--- src/rtl/product_accumulator.sv ---
// product_accumulator: sums COUNT consecutive multiplier products into one result
// and presents it on a registered valid/ready output. Carry-out of the ACC_W-bit
// accumulator is tracked per result and reported alongside the sum.
module product_accumulator #(
    parameter int unsigned COUNT = 4,
    parameter int unsigned ACC_W = 8
) (
    input  logic             clk,
    input  logic             reset,
    input  logic [5:0]       prod,
    input  logic             in_valid,
    output logic             in_ready,
    output logic [ACC_W-1:0] out_sum,
    output logic             out_ovf,
    output logic             out_valid,
    input  logic             out_ready,
    output logic             busy
);

    // count only spans 0..COUNT-1, so COUNT=1 still needs a one-bit counter
    localparam int unsigned CNT_W = (COUNT > 1) ? $clog2(COUNT) : 1;
    localparam logic [CNT_W-1:0] LAST = CNT_W'(COUNT - 1);

    typedef enum logic [1:0] {
        StIdle,
        StAccum,
        StHold
    } state_e;

    state_e           state;
    logic [ACC_W-1:0] acc;
    logic [CNT_W-1:0] count;
    logic             ovf_acc;
    logic [ACC_W:0]   sum_next;
    logic             accept;

    // One extra bit captures the carry out of the accumulator
    always_comb begin
        sum_next = {1'b0, acc} + (ACC_W + 1)'(prod);
        in_ready = (state != StHold) && !reset;
        accept   = in_valid && in_ready;
        busy     = (count != '0);
    end

    // Control FSM, accumulator and registered result
    always_ff @(posedge clk) begin
        if (reset) begin
            state     <= StIdle;
            acc       <= '0;
            count     <= '0;
            ovf_acc   <= 1'b0;
            out_sum   <= '0;
            out_ovf   <= 1'b0;
            out_valid <= 1'b0;
        end else begin
            unique case (state)
                StIdle, StAccum: begin
                    if (accept) begin
                        if (count == LAST) begin
                            out_sum   <= sum_next[ACC_W-1:0];
                            out_ovf   <= ovf_acc | sum_next[ACC_W];
                            out_valid <= 1'b1;
                            acc       <= '0;
                            count     <= '0;
                            ovf_acc   <= 1'b0;
                            state     <= StHold;
                        end else begin
                            acc     <= sum_next[ACC_W-1:0];
                            ovf_acc <= ovf_acc | sum_next[ACC_W];
                            count   <= count + 1'b1;
                            state   <= StAccum;
                        end
                    end
                end
                StHold: begin
                    // Result is held stable until the sink takes it
                    if (out_ready) begin
                        out_valid <= 1'b0;
                        state     <= StIdle;
                    end
                end
                default: state <= StIdle;
            endcase
        end
    end

endmodule
--- config.mk ---
export PLATFORM = sky130hd
export DESIGN_NAME = product_accumulator
export DESIGN_NICKNAME = d
export VERILOG_FILES = /design/src/rtl/product_accumulator.sv
export SDC_FILE = /design/constraint.sdc
export NUM_CORES = 1
export LEC_CHECK = 0
export BUFFER_PORTS_ARGS = -buffer_cell sky130_fd_sc_hd__buf_2
export CORE_AREA = 2 2 54 56
export CTS_CLUSTER_DIAMETER = 200
export CTS_CLUSTER_SIZE = 14
export DETAILED_ROUTE_END_ITERATION = 16
export DIE_AREA = 0 0 56 58
export GPL_TIMING_DRIVEN = 0
export PLACE_DENSITY = 0.7
export SYNTH_ARGS = -nofsm -noshare
export SYNTH_HDL_FRONTEND = slang
export SYNTH_SLANG_ARGS = --single-unit
--- constraint.sdc ---
create_clock -name clk -period 2.1 [get_ports clk]
set_clock_uncertainty 0.1 [all_clocks]
set_input_delay 0.21 -clock clk [delete_from_list [all_inputs] [get_ports clk]]
set_output_delay 0.21 -clock clk [all_outputs]
set_load 0.03 [all_outputs]
==> results of run 1 <==
cells in the final DEF (no fill, tap or decap), types with 2 or more instances in the layout:
master     count
a21oi_1       16
inv_1          7
xor2_1         2
o21bai_1       2
a211oi_1       4
buf_2         21
xnor2_1        2
dfxtp_1       22
a22oi_1        2
nor2_1        17
clkbuf_1       5
o21ai_0        3
a31oi_1        3
ha_1           7
nand2b_1       3
nor3_1         3
a2111oi_0      2
clkbuf_4       3
nand2_1       14
nand3b_1       2
kinds of logic after synthesis:
logic type      Yosys count  synth area share (%)
xor+xnor                  4                  2.91
fa+ha+maj                 9                  9.99
compound gates           43                  24.8
buf+inv                  14                  4.47
simple gates             48                  19.6
flops                    23                  38.3
repair_timing:
item                       4_1_cts  5_1_grt
gates resized for setup          3        3
pin swaps                        1        1
gates cloned                     0        0
setup buffers                    1        0
hold endpoints to repair         0        0
setup endpoints to repair        1        1
metrics by stage:
| stage | worst slack, ns | hold slack [ns] | std cells | instance area [um^2] | TNS, ns |
|---|---|---|---|---|---|
| finish | 0.0625 | 0.0242 | 197 | 1400 | 0 |
| global route | 0.00146 | 0.0242 | 197 | 1400 | 0 |
| CTS | 0.00448 | 0.0227 | 197 | 1390 | 0 |
| detailed placement | -0.0434 | 0.349 | 192 | 1340 | -0.0434 |
| global placement | 0.0324 | 0.334 | 192 | 1340 | 0 |
| floorplan | 0.146 | 0.226 | 141 | 1200 | 0 |
critical path: stages (launching register included):
cell and delay [ns]:
dfxtp_2 0.36, ha_4 0.17, inv_2 0.05, fa_2 0.22, nor2b_4 0.05, o31a_4 0.30, o21ai_4 0.16, or4b_4 0.48
o211ai_1 0.09
final cells by class:
class                      count  share of cell area [%]
timing repair buffer          21                    7.71
clock inverter                 1                   0.358
sequential                    23                    33.1
multi-input combinational    104                    50.6
clock buffer                   3                    1.61
inverter                       8                    2.15
buffer                         6                    1.70
tap                           31                    2.78
path summary, 6_finish.rpt:
kind / end / slack [ns]
worst max-delay path: out_sum[6] / 0.06
worst min-delay path: state[0] / 0.02
worst max register to register: out_sum[6] / 0.06
worst min register to register: out_ovf / 0.36
routing by layer:
metal	vias to the layer above	share of wire [%]	track usage (%)
li1	553	-	-
met1	491	44	20.3
met2	20	50	30.1
met3	5	4.9	4.91
met4	0	0.96	5.10
met5	-	0	0
sequential cells by signal, indices dropped and copies added (netlist names):
register and flops:
count 2, ovf_acc 1, out_valid 1, out_ovf 1, out_sum 8, acc 8, state 2
power by group through the flow:
stage	clock (mW)	sequential [mW]	combinational (mW)
2_1_floorplan	0	0.481	0.153
3_3_place_gp	0	0.480	0.196
3_5_place_dp	0	0.481	0.204
4_1_cts	0.208	0.471	0.209
5_1_grt	0.226	0.475	0.234
6_report	0.205	0.472	0.210
==> out/metrics.yaml, run 1 <==
num-nets-final: 186
drc_errors: 0
synth_commonest_cells: "dfxtp_1 (23), nor2_1 (17), a21oi_1 (16)"
sw_frac_of_total_pct: 30.3
place.gp.congestion: 0.743
synth_cells: 141
cp-start-kind: "register"
ys_types: 40
dieArea_mm2: 0.00325
die_w_um: 56
report.power.total_mw: 0.888
grt-ovfl-total: 0
min_from: "in_valid"
cts-root-buf: "clkbuf_4"
post_drt_wl_per_cell_um: 13.2
coreArea_mm2: 0.00266
clockPowerShare_pct: 23.1
multi_input_area_um2: 707
drtAntennaViolNets: 0
worstSkewPairLatency_ns: 0.31
io_pins: 22
finalCritPeriodShare_pct: 97.0
io_buffer_count: 20
regArea_um2: 462
whs_path_depth: 2
relSlewSlack_pct: 69.3
setup_violations: 0
post_drt_via_cell_ratio: 5.43
crit_fanout: 4
run_status: "finished, final reports clean"
max_freq_ghz: 0.491
wirelength_mm: 2.60
antenna_cells: 0
p_seq_share_pct: 53.2
crit_path_end_kind: "register"
crit_arrival_ns: 2.18
vias: 1069
cts_tree: "yes"
maxSlewViolCount: 0
rsz0062_at_grt: "false"
clockBufferDepth: 2
fin_util_pct: 52.4
cts_sinks: 23
reg2regPathDepth: 8
grt_pass1_wl_mm: 4.27
yosysTopAreaCell: "dfxtp_1"
powerDensity_mw_per_mm2: 636
holdCritPathClass: "in -> reg"
hold_viol_final: 0
hpwl_mm: 2.03
dr.pass1.iters: 4
grt_pass1_vias: 955
first_iter_violations: 37
worst_ep_required_time_ns: 2.25
p_int_mw: 0.618
cts_inserted_buffers: 3
comb_power_share_pct: 23.7
initial_core_util_pct: 45.2
cp-startpoint: "acc[0]"
worstMarginPinSlew_ns: 0.461
yosysMostFrequentCell: "dfxtp_1"
period_minus_slack_ns: 2.04
postCtsHoldBufs: 0
postSynthAreaPerCell_um2: 8.53
cap_violations: 0
drive_gt1_share_pct: 21.1
die_h_um: 58
synthFlopType: "dfxtp_1"
yosysWarnings: 0
reg2reg_from: "acc[0]"
async_reset_ff_share_pct: 0
ys_ff_latch: 23
switching_power_mw: 0.269
ir_drop_mv: 0.581
cts-htree-levels: 1
synth_enable_flop_cells: 0
synth_fp_nets: 160
antenna_found_initial: 0
yosysTopAreaCellShare_pct: 38.3
synth_area_mm2: 0.00120
rows: 19
clk_pin_slew_ns: 0.13
yosysSeqAreaShare_pct: 38.3
yosys-top-cells-area: "dfxtp_1 (38%), ha_1 (8.3%), a21oi_1 (6.7%)"
grt_max_degree: 14
num-fill-cells: 272
crit_type: "reg -> reg"
p_leak_nw: 0.583
grtUsageTotal_pct: 17.1
area_delta_synth_final_pct: 16.1
Note: power is estimated with default switching activity, not from simulation.
==> inputs of run 2 (changes only) <==
- CORE_AREA: 2 2 54 56 -> 2 2 52 54
- CTS_BUF_LIST: default -> sky130_fd_sc_hd__clkbuf_4
- DIE_AREA: 0 0 56 58 -> 0 0 54 56
- PLACE_DENSITY: 0.7 -> 0.75
==> run 2 against run 1 <==
Net effect: register-to-register slack improved by 0.02 ns; combinational power barely moved; critical path depth did not move; critical path type unchanged; cell count fell by 0.51%; wire length rose by 1.5%; core utilization rose by 4.7 points; clock power rose by 4%; largest power group unchanged; via count rose by 4.4%; non-clock buffer count did not move; flip-flop and latch count did not move; global-route usage rose by 2.7 points.
==> out/metrics.yaml, run 2 (synthesis gave the netlist of run 1 again) <==
coreArea_mm2: 0.00243
vias: 1116
cap_violations: 0
grt_pass1_wl_mm: 4.49
antenna_cells: 0
hold_viol_final: 0
postCtsHoldBufs: 0
place.gp.congestion: 0.807
antenna_found_initial: 0
cts-htree-levels: 1
grtUsageTotal_pct: 19.7
clockBufferDepth: 2
p_leak_nw: 0.581
period_minus_slack_ns: 2.02
wl_met3_um: 149
dr.pass1.iters: 4
cp-start-kind: "register"
setup_violations: 0
worstMarginPinSlew_ns: 0.470
cts_inserted_buffers: 3
grt-ovfl-total: 0
grt_pass1_vias: 1047
dr_wl_met2_mm: 1.30
most-common-layout-cells: "dfxtp_1 (22), buf_2 (21), nor2_1 (17), a21oi_1 (16), nand2_1 (13)"
num-fill-cells: 227
whs_path_depth: 2
dieArea_mm2: 0.00302
regArea_um2: 462
crit_chain: "ha_2 -> inv_2 -> fa_2 -> nor2b_4 -> o31a_4 -> o21ai_4 -> or4b_1 -> o211ai_1"
cts_tree: "yes"
die_h_um: 56
relSlewSlack_pct: 68.7
crit_arrival_ns: 2.17
wirelength_mm: 2.64
die_w_um: 54
worst_ep_required_time_ns: 2.25
rrSetupSlack_ns: 0.08
holdWs_ns: 0.0229
largestRegisters: "acc x8, out_sum x8"
multi_input_area_um2: 696
crit_buf_inv: 1
worstSkewPairLatency_ns: 0.32
io_pins: 22
io_buffer_count: 20
wl_met1_mm: 1.16
first_iter_violations: 24
crit_fanout: 4
post_drt_wl_per_cell_um: 13.5
reg2reg_from: "acc[0]"
min_to: "state[0]"
drive_gt1_share_pct: 21.7
reg2regPathDepth: 8
rsz0062_at_grt: "true"
run_status: "finished, final reports clean"
min_from: "in_valid"
max_freq_ghz: 0.494
num-nets-final: 186
initial_core_util_pct: 49.4
crit_path_max_incr_delay_ns: 0.45
drtAntennaViolNets: 0
timing.rr.end: "out_sum[6]"
fin_cells: 196
rows: 18
crit_type: "reg -> reg"
top_layer: "met4"
post_drt_via_cell_ratio: 5.69
area_delta_synth_final_pct: 15.6
cts_sinks: 23
cp_top_family: "compound AO/OA/AOI/OAI gates"
cpMaxStageDelayCell: "or4b_1"
cts-root-buf: "clkbuf_4"
placed_cells: 191
crit_path_end_kind: "register"
powerDensity_mw_per_mm2: 647
grt_max_degree: 15
drc_errors: 0
holdCritPathClass: "in -> reg"
clk_pin_slew_ns: 0.13
final_common_cell: "dfxtp_1"
maxSlewViolCount: 0
hpwl_mm: 2.04
finalCritPeriodShare_pct: 96.3
cp-startpoint: "acc[0]"
ir_drop_mv: 0.629
## run 2: cell types whose count changed in the layout (fill, tap and decap cells not counted), sizes merged
| cell | previous run | this run |
|---|---|---|
| clkbuf | 8 | 7 |
| buf | 22 | 23 |
| clkinvlp | 0 | 1 |
| clkinv | 1 | 0 |
## run 2: power breakdown
group | internal, mW | switching, mW | total (mW)
sequential | 0.458 | 0.0139 | 0.472
clock | 0.0728 | 0.141 | 0.214
combinational | 0.0891 | 0.124 | 0.213
## run 2: repair_timing
action / in CTS / in global routing
buffers inserted: 2 / 0
pin swaps: 2 / 1
setup endpoints to repair: 1 / 4
gates resized for setup: 4 / 1
## run 2: metrics by stage
step                power [mW]  util (%)  setup WS, ns  setup TNS (ns)  area [um^2]
finish                   0.899      57.2        0.0776               0         1390
global route             0.948      57.2       -0.0289         -0.0412         1390
CTS                      0.903      57.2        0.0424               0         1390
detailed placement       0.687      55.1       -0.0379         -0.0379         1340
global placement         0.676      55.1        0.0285               0         1340
floorplan                0.634         -         0.146               0         1200
## run 2: final cells by class
type                       instances  share of cell area, %
buffer                             5                   1.44
clock buffer                       3                   1.62
clock inverter                     1                  0.540
inverter                           8                   2.16
multi-input combinational        104                   50.0
sequential                        23                   33.2
tap                               30                   2.70
timing repair buffer              22                   8.28
## run 2: metal layers
metal	GRT usage, %	vias up
met3	5.91	4
met2	32.6	34
li1	-	549
met4	4.29	0
met1	24.8	529
met5	0	-
## run 2: how the worst max path moves through the flow
| stage | to | depth (start not counted) | slack (ns) |
|---|---|---|---|
| CTS | out_sum[6] | 8 | 0.04 |
| finish | out_sum[6] | 8 | 0.08 |
| detailed placement | out_sum[6] | 9 | -0.04 |
| global route | out_sum[6] | 8 | -0.03 |
| floorplan | out_sum[6] | 8 | 0.15 |
| global placement | out_sum[6] | 9 | 0.03 |
